### config.mk
export PLATFORM = sky130hd
export DESIGN_NAME = openddr_addr_mapper_flat
export DESIGN_NICKNAME = d
export VERILOG_FILES = /design/src/rtl/openddr_addr_mapper_if.sv /design/src/rtl/openddr_addr_mapper.sv /design/src/flat_wrapper.sv
export SDC_FILE = /design/constraint.sdc
export NUM_CORES = 1
export LEC_CHECK = 0
export ABC_CLOCK_PERIOD_IN_PS = 3200
export CORE_UTILIZATION = 52
export CTS_CLUSTER_DIAMETER = 150
export DETAILED_ROUTE_END_ITERATION = 8
export PLACE_DENSITY = 0.85
export SLEW_MARGIN = 15
export SYNTH_ARGS = -nofsm -noshare
export SYNTH_HDL_FRONTEND = slang
export SYNTH_SLANG_ARGS = --single-unit
### constraint.sdc
create_clock -name clk -period 3.2 [get_ports clk]
set_input_delay 0.48 -clock clk [delete_from_list [all_inputs] [get_ports clk]]
set_output_delay 0.48 -clock clk [all_outputs]
set_load 0.05 [all_outputs]
### src/rtl/openddr_addr_mapper_if.sv
// Request/response bundle between the AXI front end, the address mapper and the scheduler.
interface openddr_addr_mapper_if #(
   parameter int unsigned ADDR_WIDTH = 40,
   parameter int unsigned RANK_WIDTH = 1,
   parameter int unsigned BG_WIDTH   = 2,
   parameter int unsigned BANK_WIDTH = 2,
   parameter int unsigned ROW_WIDTH  = 16,
   parameter int unsigned COL_WIDTH  = 10,
   parameter int unsigned ID_WIDTH   = 8
);
   logic                  in_valid;
   logic                  in_ready;
   logic [ADDR_WIDTH-1:0] in_addr;
   logic [ID_WIDTH-1:0]   in_id;
   logic                  out_valid;
   logic                  out_ready;
   logic [RANK_WIDTH-1:0] out_rank;
   logic [BG_WIDTH-1:0]   out_bg;
   logic [BANK_WIDTH-1:0] out_bank;
   logic [ROW_WIDTH-1:0]  out_row;
   logic [COL_WIDTH-1:0]  out_col;
   logic [ID_WIDTH-1:0]   out_id;
   logic                  out_err;

   modport slave (
      input  in_valid, in_addr, in_id, out_ready,
      output in_ready, out_valid, out_rank, out_bg, out_bank, out_row, out_col, out_id, out_err
   );

   modport master (
      output in_valid, in_addr, in_id, out_ready,
      input  in_ready, out_valid, out_rank, out_bg, out_bank, out_row, out_col, out_id, out_err
   );
endinterface

### src/rtl/openddr_addr_mapper.sv
// Two-stage elastic AXI address -> rank/bg/bank/row/col mapper with optional bank hash.
// Optional statistics counters are built when OPENDDR_ADDR_STATS_EN is defined.
module openddr_addr_mapper #(
   parameter int unsigned ADDR_WIDTH     = 40,
   parameter int unsigned RANK_WIDTH     = 1,
   parameter int unsigned BG_WIDTH       = 2,
   parameter int unsigned BANK_WIDTH     = 2,
   parameter int unsigned ROW_WIDTH      = 16,
   parameter int unsigned COL_WIDTH      = 10,
   parameter int unsigned BYTE_OFFSET    = 3,
   parameter int unsigned BURST_COL_BITS = 3,
   parameter int unsigned ID_WIDTH       = 8
) (
   input  logic        clk,
   input  logic        rst_n,
   input  logic [1:0]  cfg_mode,
   input  logic        cfg_xor_en,
`ifdef OPENDDR_ADDR_STATS_EN
   input  logic        stat_clr,
   output logic [31:0] stat_req_cnt,
   output logic [15:0] stat_err_cnt,
`endif
   openddr_addr_mapper_if.slave bus
);
   localparam int unsigned MapW    = COL_WIDTH + BG_WIDTH + BANK_WIDTH + ROW_WIDTH + RANK_WIDTH;
   localparam int unsigned UsedW   = BYTE_OFFSET + MapW;
   localparam int unsigned RowLsb  = COL_WIDTH + BG_WIDTH + BANK_WIDTH;
   localparam int unsigned RankLsb = RowLsb + ROW_WIDTH;
   localparam int unsigned ColHiW  = COL_WIDTH - BURST_COL_BITS;

   if (UsedW > ADDR_WIDTH) begin : g_chk_width
      $fatal(1, "openddr_addr_mapper: mapped fields exceed ADDR_WIDTH");
   end
   if (BURST_COL_BITS >= COL_WIDTH) begin : g_chk_burst
      $fatal(1, "openddr_addr_mapper: BURST_COL_BITS must be below COL_WIDTH");
   end

   logic [MapW-1:0] a;
   logic            hi_nz;
   assign a = bus.in_addr[UsedW-1:BYTE_OFFSET];

   if (ADDR_WIDTH > UsedW) begin : g_hi
      assign hi_nz = |bus.in_addr[ADDR_WIDTH-1:UsedW];
   end else begin : g_no_hi
      assign hi_nz = 1'b0;
   end

   // Byte-lane bits never reach the DRAM command.
   if (BYTE_OFFSET > 0) begin : g_low
      logic unused_low;
      assign unused_low = ^bus.in_addr[BYTE_OFFSET-1:0];
   end

   logic [COL_WIDTH-1:0]  raw_col;
   logic [BANK_WIDTH-1:0] raw_bank;
   logic [BG_WIDTH-1:0]   raw_bg;

   always_comb begin
      raw_col  = a[COL_WIDTH-1:0];
      raw_bank = a[COL_WIDTH +: BANK_WIDTH];
      raw_bg   = a[COL_WIDTH+BANK_WIDTH +: BG_WIDTH];
      case (cfg_mode)
         2'd1: begin
            raw_bank = a[0 +: BANK_WIDTH];
            raw_bg   = a[BANK_WIDTH +: BG_WIDTH];
            raw_col  = a[BANK_WIDTH+BG_WIDTH +: COL_WIDTH];
         end
         2'd2: begin
            raw_col  = {a[BURST_COL_BITS+BG_WIDTH +: ColHiW], a[0 +: BURST_COL_BITS]};
            raw_bg   = a[BURST_COL_BITS +: BG_WIDTH];
            raw_bank = a[COL_WIDTH+BG_WIDTH +: BANK_WIDTH];
         end
         default: ;
      endcase
   end

   logic                  s1_valid_q, s2_valid_q;
   logic [COL_WIDTH-1:0]  s1_col_q, s2_col_q;
   logic [BANK_WIDTH-1:0] s1_bank_q, s2_bank_q;
   logic [BG_WIDTH-1:0]   s1_bg_q, s2_bg_q;
   logic [ROW_WIDTH-1:0]  s1_row_q, s2_row_q;
   logic [RANK_WIDTH-1:0] s1_rank_q, s2_rank_q;
   logic [ID_WIDTH-1:0]   s1_id_q, s2_id_q;
   logic                  s1_xor_q, s1_rsvd_q, s1_hi_q, s2_err_q;
   logic                  s2_ready, in_ready, s1_load, s2_load;

   assign s2_ready = !s2_valid_q || bus.out_ready;
   assign in_ready = !s1_valid_q || s2_ready;
   assign s1_load  = bus.in_valid && in_ready;
   assign s2_load  = s1_valid_q && s2_ready;

   always_ff @(posedge clk or negedge rst_n) begin
      if (!rst_n) begin
         s1_valid_q <= 1'b0;
         s1_col_q   <= '0;
         s1_bank_q  <= '0;
         s1_bg_q    <= '0;
         s1_row_q   <= '0;
         s1_rank_q  <= '0;
         s1_id_q    <= '0;
         s1_xor_q   <= 1'b0;
         s1_rsvd_q  <= 1'b0;
         s1_hi_q    <= 1'b0;
      end else begin
         if (in_ready) s1_valid_q <= bus.in_valid;
         if (s1_load) begin
            s1_col_q  <= raw_col;
            s1_bank_q <= raw_bank;
            s1_bg_q   <= raw_bg;
            s1_row_q  <= a[RowLsb +: ROW_WIDTH];
            s1_rank_q <= a[RankLsb +: RANK_WIDTH];
            s1_id_q   <= bus.in_id;
            s1_xor_q  <= cfg_xor_en;
            s1_rsvd_q <= (cfg_mode == 2'd3);
            s1_hi_q   <= hi_nz;
         end
      end
   end

   logic [BANK_WIDTH-1:0] hash_bank;
   logic [BG_WIDTH-1:0]   hash_bg;
   assign hash_bank = s1_xor_q ? (s1_bank_q ^ s1_row_q[BANK_WIDTH-1:0]) : s1_bank_q;
   assign hash_bg   = s1_xor_q ? (s1_bg_q ^ s1_row_q[BANK_WIDTH +: BG_WIDTH]) : s1_bg_q;

   always_ff @(posedge clk or negedge rst_n) begin
      if (!rst_n) begin
         s2_valid_q <= 1'b0;
         s2_col_q   <= '0;
         s2_bank_q  <= '0;
         s2_bg_q    <= '0;
         s2_row_q   <= '0;
         s2_rank_q  <= '0;
         s2_id_q    <= '0;
         s2_err_q   <= 1'b0;
      end else begin
         if (s2_ready) s2_valid_q <= s1_valid_q;
         if (s2_load) begin
            s2_col_q  <= s1_col_q;
            s2_bank_q <= hash_bank;
            s2_bg_q   <= hash_bg;
            s2_row_q  <= s1_row_q;
            s2_rank_q <= s1_rank_q;
            s2_id_q   <= s1_id_q;
            s2_err_q  <= s1_rsvd_q || s1_hi_q;
         end
      end
   end

   assign bus.in_ready  = in_ready;
   assign bus.out_valid = s2_valid_q;
   assign bus.out_col   = s2_col_q;
   assign bus.out_bank  = s2_bank_q;
   assign bus.out_bg    = s2_bg_q;
   assign bus.out_row   = s2_row_q;
   assign bus.out_rank  = s2_rank_q;
   assign bus.out_id    = s2_id_q;
   assign bus.out_err   = s2_err_q;

`ifdef OPENDDR_ADDR_STATS_EN
   // Clear wins over a same-cycle handshake; the error count saturates, the request count wraps.
   always_ff @(posedge clk or negedge rst_n) begin
      if (!rst_n) begin
         stat_req_cnt <= '0;
         stat_err_cnt <= '0;
      end else if (stat_clr) begin
         stat_req_cnt <= '0;
         stat_err_cnt <= '0;
      end else if (s2_valid_q && bus.out_ready) begin
         stat_req_cnt <= stat_req_cnt + 32'd1;
         if (s2_err_q && (stat_err_cnt != 16'hFFFF)) stat_err_cnt <= stat_err_cnt + 16'd1;
      end
   end
`else
   // Statistics disabled: no counters are built.
`endif
endmodule

### src/flat_wrapper.sv
// flat-port wrapper written by rule: the top's interface ports become plain ports
module openddr_addr_mapper_flat 
#(
   parameter int unsigned ADDR_WIDTH     = 40,
   parameter int unsigned RANK_WIDTH     = 1,
   parameter int unsigned BG_WIDTH       = 2,
   parameter int unsigned BANK_WIDTH     = 2,
   parameter int unsigned ROW_WIDTH      = 16,
   parameter int unsigned COL_WIDTH      = 10,
   parameter int unsigned BYTE_OFFSET    = 3,
   parameter int unsigned BURST_COL_BITS = 3,
   parameter int unsigned ID_WIDTH       = 8
)
  (clk, rst_n, cfg_mode, cfg_xor_en, bus_in_valid, bus_in_addr, bus_in_id, bus_out_ready, bus_in_ready, bus_out_valid, bus_out_rank, bus_out_bg, bus_out_bank, bus_out_row, bus_out_col, bus_out_id, bus_out_err);
  openddr_addr_mapper_if #(.ADDR_WIDTH(ADDR_WIDTH), .RANK_WIDTH(RANK_WIDTH), .BG_WIDTH(BG_WIDTH), .BANK_WIDTH(BANK_WIDTH), .ROW_WIDTH(ROW_WIDTH), .COL_WIDTH(COL_WIDTH), .ID_WIDTH(ID_WIDTH)) bus_i ();
  input  logic clk;
  input  logic rst_n;
  input  logic [1:0] cfg_mode;
  input  logic cfg_xor_en;
  input wire logic [$bits(bus_i.in_valid)-1:0] bus_in_valid;
  input wire logic [$bits(bus_i.in_addr)-1:0] bus_in_addr;
  input wire logic [$bits(bus_i.in_id)-1:0] bus_in_id;
  input wire logic [$bits(bus_i.out_ready)-1:0] bus_out_ready;
  output wire logic [$bits(bus_i.in_ready)-1:0] bus_in_ready;
  output wire logic [$bits(bus_i.out_valid)-1:0] bus_out_valid;
  output wire logic [$bits(bus_i.out_rank)-1:0] bus_out_rank;
  output wire logic [$bits(bus_i.out_bg)-1:0] bus_out_bg;
  output wire logic [$bits(bus_i.out_bank)-1:0] bus_out_bank;
  output wire logic [$bits(bus_i.out_row)-1:0] bus_out_row;
  output wire logic [$bits(bus_i.out_col)-1:0] bus_out_col;
  output wire logic [$bits(bus_i.out_id)-1:0] bus_out_id;
  output wire logic [$bits(bus_i.out_err)-1:0] bus_out_err;
  assign bus_i.in_valid = bus_in_valid;
  assign bus_i.in_addr = bus_in_addr;
  assign bus_i.in_id = bus_in_id;
  assign bus_i.out_ready = bus_out_ready;
  assign bus_in_ready = bus_i.in_ready;
  assign bus_out_valid = bus_i.out_valid;
  assign bus_out_rank = bus_i.out_rank;
  assign bus_out_bg = bus_i.out_bg;
  assign bus_out_bank = bus_i.out_bank;
  assign bus_out_row = bus_i.out_row;
  assign bus_out_col = bus_i.out_col;
  assign bus_out_id = bus_i.out_id;
  assign bus_out_err = bus_i.out_err;
  openddr_addr_mapper #(.ADDR_WIDTH(ADDR_WIDTH), .RANK_WIDTH(RANK_WIDTH), .BG_WIDTH(BG_WIDTH), .BANK_WIDTH(BANK_WIDTH), .ROW_WIDTH(ROW_WIDTH), .COL_WIDTH(COL_WIDTH), .BYTE_OFFSET(BYTE_OFFSET), .BURST_COL_BITS(BURST_COL_BITS), .ID_WIDTH(ID_WIDTH)) u_core (.clk(clk), .rst_n(rst_n), .cfg_mode(cfg_mode), .cfg_xor_en(cfg_xor_en), .bus(bus_i));
endmodule
==> flow_metrics.py, run 1 <==
metrics = {
    "status": {
        "outcome": "finished, final reports clean",
    },
    "sta": {
        "slew_viol_final": 0,
        "fin_tns_setup_ns": 0,
        "timing.slew.headroom": 0.335,
        "finalHoldViolations": 0,
        "rsz0062_at_grt": "false",
        "skew_ns": 0.00986,
        "setup_viol": 0,
        "fin_crit_ns": 2.41,
        "fmax_mhz": 414,
        "tightest_slew_ns": 0.998,
        "period_share": 0.754,
    },
    "cells_and_area": {
        "nets": 395,
        "fin_util": 0.719,
        "layout-drive-gt1-share": 0.292,
        "area_growth_pct": 33.3,
        "n_antenna_cell": 0,
        "layout_common_cells": "92 x clkdlybuf4s50_1, 84 x dfrtp_1, 41 x mux2_2, 36 x mux2_4, 19 x a21oi_1",
        "instances_no_fill": 438,
        "layout_commonest_cell": "clkdlybuf4s50_1",
    },
    "placement": {
        "gp_congestion": 0.867,
        "dp_hpwl_um": 4650,
        "port_buffers": 93,
        "dp.cells": 422,
    },
    "critical_path": {
        "critical-path-top-delay-family": "buffers and inverters",
        "worst-path-stages": 3,
        "crit_path_frequent_cell": "clkdlybuf4s50_1",
        "crit_path_top_delay_cell": "clkdlybuf4s50_1",
        "critPathRequiredTime_ns": 2.72,
        "cp-start-kind": "primary input",
        "crit_buf_inv": 2,
        "worstPathArrival_ns": 1.93,
        "path_max_fanout": 7,
        "cpPeakStageDelay_ns": 0.82,
        "path_class": "in2out",
        "worstPathCellList": "clkdlybuf4s50_1, nand3b_4, clkdlybuf4s50_1",
        "critPathCaptureType": "output pin",
        "r2r_cells": 4,
    },
    "power": {
        "max-vdd-ir-drop_mv": 0.414,
        "switching_share": 0.348,
        "finalPower_uw": 3720,
        "intPower_uw": 2420,
        "netSwitchingPower_uw": 1300,
        "power_density_nw_per_um2": 762,
        "p_clk_frac": 0.246,
        "seqPwrFrac": 0.385,
        "combPwrFrac": 0.369,
        "p_leak_uw": 0.00214,
    },
    "global_route": {
        "grt.total_usage": 0.202,
        "grt_pass1_wl_um": 11200,
        "overflow": 0,
        "antenna_found_initial": 0,
        "grt_pass1_vias": 2263,
        "grt_max_degree": 85,
    },
    "clock_tree": {
        "clockBufferDepth": 2,
        "cts_setup_buffers": 0,
        "clock-root-buffer": "clkbuf_8",
        "cts_tree": "yes",
        "h-tree-depth": 3,
        "clk_pin_slew_ns": 0.08,
        "ctsHoldBuffers": 0,
        "cts.repair.resized": 0,
        "cts_buffers": 9,
        "clkLatencyLatePin_ns": 0.35,
        "cts_num_sinks": 84,
    },
    "drt": {
        "routed_wl_um": 6900,
        "vias_per_cell": 5.12,
        "post_drt_wl_per_cell_um": 15.7,
        "drc": 0,
        "drtIter0Drc": 83,
        "dr.pass1.iters": 4,
        "vias": 2241,
        "ant_nets": 0,
    },
    "synth": {
        "yosysUniqueCellTypes": 23,
        "ys_seq_elements": 84,
        "synth.avg_cell_area_um2": 15.0,
        "syn_inst": 244,
        "syn-num-nets": 302,
        "yosysSeqAreaShare": 0.574,
        "yosysWarnings": 0,
        "syn_area_um2": 3660,
    },
    "floorplan": {
        "dieHeight_um": 86.0,
        "rows": 30,
        "fp.dieArea_um2": 7390,
        "core_area_um2": 6790,
        "ioPinCount": 97,
        "die_w_um": 86.0,
        "initial_core_util": 0.539,
    },
    "run": {
        "maxCapViolCount": 0,
    },
    "worst_hold_path": {
        "hp-class": "in2async",
    },
}
## layer usage
layer | share of wire | vias to the layer above | wire length, um | track usage
met3 | 0.041 | 10 | 281 | 0.0452
met4 | 0.013 | 0 | 92 | 0.0970
met5 | 0 | - | 0 | 0
met2 | 0.52 | 62 | 3580 | 0.335
met1 | 0.43 | 1115 | 2940 | 0.252
li1 | - | 1054 | - | -
## per-stage QoR
| step | setup WS, ns | hold slack [ns] | instance area [um2] |
|---|---|---|---|
| finish | 0.786 | 0.302 | 4880 |
| global route | 0.745 | 0.385 | 4880 |
| CTS | 0.784 | 0.337 | 4880 |
| detailed placement | 0.727 | 0.491 | 4640 |
| global placement | 0.762 | 0.486 | 4640 |
| floorplan | 1.30 | 0.184 | 3660 |
## layout make-up
class / count / area (um2)
fillers: 469 / 1910
well taps: 96 / 120
multi-input cells: 134 / 1400
clock inverters: 6 / 111
clock buffers: 10 / 138
repair buffers: 95 / 968
flip-flops and latches: 84 / 2100
inverters: 13 / 48.8
## registers in the layout, indices dropped and copies added (netlist names)
signal	count
u_core.bus.out_bank	2
u_core.bus.out_bg	2
u_core.bus.out_col	10
u_core.bus.out_err	1
u_core.bus.out_id	8
u_core.bus.out_rank	1
u_core.bus.out_row	16
u_core.bus.out_valid	1
u_core.s1_bank_q	2
u_core.s1_bg_q	2
u_core.s1_col_q	10
u_core.s1_hi_q	1
u_core.s1_id_q	8
u_core.s1_rank_q	1
u_core.s1_row_q	16
u_core.s1_rsvd_q	1
u_core.s1_valid_q	1
u_core.s1_xor_q	1
## cells in the mapped netlist
cell / instances / area, um2
nor2b_1: 1 / 6.26
and2_4: 1 / 8.76
dfrtp_1: 84 / 2100
nor4_1: 1 / 6.26
buf_2: 3 / 15.0
nand2_1: 5 / 18.8
mux2_2: 41 / 462
ha_1: 3 / 37.5
a22oi_1: 3 / 22.5
nor2_1: 2 / 7.51
mux2_4: 36 / 541
nand2b_1: 3 / 18.8
xnor2_1: 4 / 35.0
clkbuf_1: 4 / 15.0
or2_2: 1 / 6.26
a21oi_1: 19 / 95.1
a221oi_1: 11 / 96.3
buf_4: 1 / 7.51
nand3b_4: 1 / 20.0
buf_6: 2 / 22.5
buf_12: 3 / 60.1
a31oi_1: 2 / 12.5
inv_1: 13 / 48.8
## cells by family after synthesis
group | synth area share
buffers and inverters | 0.0461
multiplexers | 0.273
AND/OR/NAND/NOR | 0.0253
adder cells (fa/ha/maj) | 0.0102
XOR/XNOR | 0.00956
flip-flops | 0.574
AO/OA/AOI/OAI | 0.0618
## path summary, 6_finish.rpt
| path | startpoint | end | slack (ns) |
|---|---|---|---|
| min in group clk | u_core.s1_col_q[9] | u_core.bus.out_col[9] | 0.51 |
| max | bus_out_ready | bus_in_ready | 0.79 |
| min | rst_n | u_core.bus.out_row[12] | 0.30 |
| min reg2reg | u_core.s1_col_q[9] | u_core.bus.out_col[9] | 0.51 |
| max in group asynchronous | rst_n | u_core.bus.out_id[7] | 2.27 |
| max reg2reg | u_core.s1_valid_q | u_core.s1_col_q[3] | 1.43 |
## power by group through the flow
stage	registers [uW]	logic (uW)	clock network (uW)
after floorplan	1960	394	0
after detailed placement	1450	1380	0
after CTS	1430	1390	938
after global placement	1440	1360	0
final	1430	1370	915
after global routing	1460	1430	985
Power figures use the tool's default switching activity.
==> inputs of run 2 (changes only) <==
--- a/config.mk
+++ b/config.mk
@@ -5,11 +5,11 @@
 export SDC_FILE = /design/constraint.sdc
 export NUM_CORES = 1
 export LEC_CHECK = 0
-export ABC_CLOCK_PERIOD_IN_PS = 3200
-export CORE_UTILIZATION = 52
+export ABC_CLOCK_PERIOD_IN_PS = 2390
+export CORE_UTILIZATION = 48
 export CTS_CLUSTER_DIAMETER = 150
 export DETAILED_ROUTE_END_ITERATION = 8
-export PLACE_DENSITY = 0.85
+export PLACE_DENSITY = 0.79
 export SLEW_MARGIN = 15
 export SYNTH_ARGS = -nofsm -noshare
 export SYNTH_HDL_FRONTEND = slang
==> constraint.sdc (replaced) <==
create_clock -name clk -period 2.39 [get_ports clk]
set_input_delay 0.3585 -clock clk [delete_from_list [all_inputs] [get_ports clk]]
set_output_delay 0.3585 -clock clk [all_outputs]
set_load 0.05 [all_outputs]
==> flow_metrics.py, run 2 (same netlist as run 1, synthesis figures left out) <==
metrics = {
    "sta": {
        "timing.slew.headroom": 0.590,
        "tightest_slew_ns": 0.616,
        "fin_crit_ns": 1.97,
        "skew_ns": 0.00702,
        "finalHoldViolations": 0,
        "setup_viol": 0,
        "fin_tns_setup_ns": 0,
        "fmax_mhz": 508,
        "period_share": 0.824,
        "rsz0062_at_grt": "false",
        "slew_viol_final": 0,
    },
    "power": {
        "p_leak_uw": 0.00215,
        "max-vdd-ir-drop_mv": 0.485,
        "power_density_nw_per_um2": 995,
    },
    "global_route": {
        "grt_pass1_vias": 2331,
        "grt_pass1_wl_um": 11300,
        "overflow": 0,
        "grt_max_degree": 52,
        "grt.total_usage": 0.191,
        "antenna_found_initial": 0,
    },
    "clock_tree": {
        "cts_tree": "yes",
        "clkLatencyLatePin_ns": 0.34,
        "clock-root-buffer": "clkbuf_8",
        "clockBufferDepth": 2,
        "clk_pin_slew_ns": 0.09,
        "h-tree-depth": 3,
        "cts_buffers": 9,
        "cts_num_sinks": 84,
        "cts.repair.resized": 0,
    },
    "cells_and_area": {
        "multi_input_area_um2": 1400,
        "layout_common_cells": "91 x clkdlybuf4s50_1, 84 x dfrtp_1, 41 x mux2_2, 36 x mux2_4, 19 x a21oi_1",
        "layout-drive-gt1-share": 0.300,
        "nets": 400,
        "n_antenna_cell": 0,
        "fin_util": 0.671,
        "layout_commonest_cell": "clkdlybuf4s50_1",
        "fillCellCount": 543,
        "area_growth_pct": 34.1,
        "layout.area.seq_um2": 2100,
    },
    "placement": {
        "dp_hpwl_um": 4880,
        "port_buffers": 93,
        "gp_congestion": 0.826,
    },
    "drt": {
        "dr.max_layer_used": "met4",
        "dr.pass1.iters": 4,
        "routed_wl_um": 7060,
        "m1WireLength_um": 3110,
        "post_drt_wl_per_cell_um": 15.8,
        "ant_nets": 0,
        "drtIter0Drc": 119,
        "met3WireLength_um": 400,
        "vias_per_cell": 5.20,
        "vias": 2317,
        "routed-wl-met2_um": 3450,
        "drc": 0,
    },
    "critical_path": {
        "path_class": "in2reg",
        "critPathCaptureType": "flip-flop",
        "cp-start-kind": "primary input",
        "critPathRequiredTime_ns": 2.61,
        "worstPathCellList": "clkdlybuf4s50_1, inv_1, ha_1, or2_2, a22oi_1, a21oi_1",
        "crit_path_top_delay_cell": "ha_1",
        "path_max_fanout": 22,
        "cpPeakStageDelay_ns": 0.54,
        "crit_buf_inv": 2,
        "worstPathArrival_ns": 2.19,
        "critical-path-top-delay-family": "buffers and inverters",
    },
    "floorplan": {
        "dieHeight_um": 89.4,
        "rows": 31,
        "ioPinCount": 97,
        "core_area_um2": 7330,
        "initial_core_util": 0.500,
        "die_w_um": 89.4,
        "fp.dieArea_um2": 7990,
    },
    "run": {
        "maxCapViolCount": 0,
    },
    "status": {
        "outcome": "finished, final reports clean",
    },
    "worst_hold_path": {
        "hp-class": "in2async",
    },
}
==> run 2: cell types whose count changed in the layout (fill, tap and decap cells not counted) <==
cell / before / now
buf_12: 2 / 3
dlygate4sd3_1: 0 / 1
buf_4: 1 / 5
clkbuf_1: 0 / 1
clkinv_4: 1 / 2
clkinv_2: 1 / 0
clkdlybuf4s50_1: 92 / 91
bufinv_16: 3 / 2
==> run 2: per-stage QoR <==
step | area, um2 | hold slack, ns | std cells | worst slack, ns | power [uW]
floorplan | 3660 | 0.0629 | 244 | 0.488 | 3160
global placement | 4680 | 0.330 | 429 | 0.125 | 3770
detailed placement | 4680 | 0.336 | 429 | 0.0853 | 3810
CTS | 4920 | 0.498 | 446 | 0.428 | 4950
global route | 4920 | 0.528 | 446 | 0.272 | 5120
finish | 4920 | 0.493 | 446 | 0.421 | 4890
==> run 2: layout make-up <==
| class | count | area share |
|---|---|---|
| Sequential cell | 84 | 0.428 |
| Multi-Input combinational cell | 134 | 0.284 |
| Timing Repair Buffer | 100 | 0.207 |
| Clock buffer | 11 | 0.0288 |
| Tap cell | 99 | 0.0252 |
| Clock inverter | 5 | 0.0173 |
| Inverter | 13 | 0.00993 |
==> run 2: power by group <==
part,internal (uW),switching (uW)
clock network,621,497
logic,793,1060
registers,1740,177
==> run 2: path summary, 6_finish.rpt <==
check / startpoint / end / slack, ns / cells after the start
setup / recovery: cfg_mode[0] / u_core.s1_col_q[0] / 0.42 / 6
max in group asynchronous: rst_n / u_core.s1_col_q[7] / 1.26 / 3
setup reg to reg: u_core.s1_valid_q / u_core.s1_col_q[9] / 0.89 / 4
min in group clk: u_core.bus.out_row[8] / u_core.bus.out_row[8] / 0.51 / 1
hold / removal: rst_n / u_core.bus.out_row[6] / 0.49 / 2
hold reg to reg: u_core.bus.out_row[8] / u_core.bus.out_row[8] / 0.51 / 1
==> run 2: layer usage <==
| metal | global-route usage | up-vias |
|---|---|---|
| met5 | 0 | - |
| met3 | 0.0388 | 10 |
| met4 | 0.0649 | 0 |
| met1 | 0.248 | 1157 |
| met2 | 0.322 | 90 |
| li1 | - | 1060 |
==> run 2: repair_timing <==
| item | 4_1_cts | 5_1_grt |
|---|---|---|
| endpoints found under the hold margin | 33 | 0 |
| hold buffers | 1 | 0 |
| buffers inserted | 0 | 0 |
==> inputs of run 3 (changes only) <==
--- a/config.mk
+++ b/config.mk
@@ -5,11 +5,11 @@
 export SDC_FILE = /design/constraint.sdc
 export NUM_CORES = 1
 export LEC_CHECK = 0
-export ABC_CLOCK_PERIOD_IN_PS = 2390
-export CORE_UTILIZATION = 48
+export ABC_CLOCK_PERIOD_IN_PS = 1600
+export CORE_UTILIZATION = 44
 export CTS_CLUSTER_DIAMETER = 150
 export DETAILED_ROUTE_END_ITERATION = 8
-export PLACE_DENSITY = 0.79
+export PLACE_DENSITY = 0.76
 export SLEW_MARGIN = 15
 export SYNTH_ARGS = -nofsm -noshare
 export SYNTH_HDL_FRONTEND = slang
==> constraint.sdc (replaced) <==
create_clock -name clk -period 1.6 [get_ports clk]
set_input_delay 0.24 -clock clk [delete_from_list [all_inputs] [get_ports clk]]
set_output_delay 0.24 -clock clk [all_outputs]
set_load 0.05 [all_outputs]
==> flow_metrics.py, run 3 (same netlist as run 1, synthesis figures left out) <==
metrics = {
    "clock_tree": {
        "h-tree-depth": 3,
        "cts_num_sinks": 84,
        "cts_buffers": 9,
        "clockBufferDepth": 2,
        "cts_tree": "yes",
        "clkLatencyLatePin_ns": 0.34,
        "clock-root-buffer": "clkbuf_8",
        "clk_pin_slew_ns": 0.08,
    },
    "placement": {
        "dp_hpwl_um": 5260,
        "post_dp_cell_area_um2": 4690,
        "dp_slack_ns": -0.454,
        "gp_congestion": 0.812,
        "port_buffers": 93,
    },
    "drt": {
        "drtIter0Drc": 73,
        "routed_wl_um": 7210,
        "dr.pass1.iters": 4,
        "post_drt_wl_per_cell_um": 15.7,
        "ant_nets": 0,
        "drc": 0,
        "vias": 2312,
        "vias_per_cell": 5.05,
    },
    "global_route": {
        "grt_pass1_vias": 2461,
        "grt_max_degree": 37,
        "grt.total_usage": 0.178,
        "antenna_found_initial": 0,
        "overflow": 0,
        "grt_pass1_wl_um": 11900,
    },
    "floorplan": {
        "core_area_um2": 7890,
        "fp.dieArea_um2": 8700,
        "initial_core_util": 0.465,
        "ioPinCount": 97,
        "dieHeight_um": 93.3,
        "rows": 32,
        "die_w_um": 93.3,
    },
    "sta": {
        "skew_ns": 0.00948,
        "rsz0062_at_grt": "false",
        "timing.hold.ws_ns": 0.358,
        "fmax_mhz": 671,
        "period_share": 0.932,
        "finalHoldViolations": 0,
        "timing.slew.headroom": 0.731,
        "setup_viol": 0,
        "fin_tns_setup_ns": 0,
        "fin_ws_ns": 0.109,
        "fin_crit_ns": 1.49,
        "slew_viol_final": 0,
        "tightest_slew_ns": 0.403,
    },
    "critical_path": {
        "reg2reg_to": "u_core.s1_col_q[7]",
        "r2r_cells": 4,
        "critPathRequiredTime_ns": 1.83,
        "worstPathArrival_ns": 1.72,
        "path_max_fanout": 13,
        "rrSetupSlack_ns": 0.20,
        "worstPathCellList": "clkdlybuf4s50_1, ha_4, buf_12, a221oi_1, a21oi_1, mux2_4",
        "critPathCaptureType": "flip-flop",
        "path_class": "in2reg",
        "reg2reg_from": "u_core.s1_valid_q",
        "crit_path_top_delay_cell": "clkdlybuf4s50_1",
        "cp-start-kind": "primary input",
        "cpPeakStageDelay_ns": 0.54,
    },
    "power": {
        "max-vdd-ir-drop_mv": 0.996,
        "p_leak_uw": 0.00227,
        "finalPower_uw": 7140,
        "power_density_nw_per_um2": 1440,
    },
    "cells_and_area": {
        "layout-drive-gt1-share": 0.461,
        "fin_area_um2": 4970,
        "layout_common_cells": "83 x dfrtp_1, 52 x buf_4, 49 x clkdlybuf4s50_1, 41 x mux2_2, 36 x mux2_4",
        "fillCellCount": 602,
        "nets": 409,
        "area_growth_pct": 35.7,
        "n_antenna_cell": 0,
        "layout_commonest_cell": "dfrtp_1",
    },
    "worst_hold_path": {
        "hp-class": "in2async",
    },
    "run": {
        "maxCapViolCount": 0,
    },
    "status": {
        "outcome": "finished, final reports clean",
    },
}
==> run 3: cell types whose count changed in the layout (fill, tap and decap cells not counted), sizes merged <==
cell           previous run  this run
clkdlybuf4s50            91        49
bufinv                    2         1
clkinvlp                  1         2
buf                       8        58
dlymetal6s2s              0         1
clkinv                    2         1
inv                      13        14
==> run 3: layer usage <==
layer | GRT usage | vias to the layer above | part of all wire | wire, um
met5 | 0 | - | 0 | 0
met4 | 0.0692 | 0 | 0.017 | 123
met3 | 0.0423 | 12 | 0.044 | 320
met1 | 0.230 | 1158 | 0.45 | 3220
met2 | 0.291 | 62 | 0.49 | 3540
li1 | - | 1080 | - | -
==> run 3: final cells by class <==
type                       instances  area [um2]  share of cell area
sequential                        84        2100               0.423
multi-input combinational        134        1460               0.293
timing repair buffer             109        1020               0.206
clock buffer                      11         151              0.0304
tap                              102         128              0.0257
clock inverter                     5        58.8              0.0118
inverter                          13        48.8             0.00981
==> run 3: timing repair <==
action | 4_1_cts | 5_1_grt
hold endpoints to repair | 29 | 0
hold buffers | 1 | 0
setup endpoints to repair | 11 | 11
gates resized for setup | 3 | 8
buffers inserted | 0 | 0
==> run 3: worst max-delay path, delay by kind of cell <==
kind                       cells  cell delay (ns)
adders and majority gates      1             0.24
buffers and inverters          2             0.69
muxes                          1             0.26
AOI/OAI and AO/OA              2             0.28
==> run 3: per-stage QoR <==
step                std cells   util
global placement          441  0.594
global route              458  0.630
detailed placement        441  0.594
CTS                       458  0.624
finish                    458  0.630
floorplan                 244      -
==> run 3: report_power, final <==
group	internal (uW)	switching, uW
Sequential	2600	274
Combinational	1120	1600
Clock	809	735
Total	4530	2610
==> run 3: worst max path at each step <==
stage | startpoint | end
2_1_floorplan | u_core.bus.out_valid | u_core.s1_bank_q[0]
3_3_place_gp | cfg_mode[0] | u_core.s1_col_q[7]
3_5_place_dp | cfg_mode[0] | u_core.s1_col_q[4]
4_1_cts | cfg_mode[0] | u_core.s1_col_q[5]
5_1_grt | cfg_mode[1] | u_core.s1_bg_q[0]
6_report | cfg_mode[1] | u_core.s1_bank_q[0]
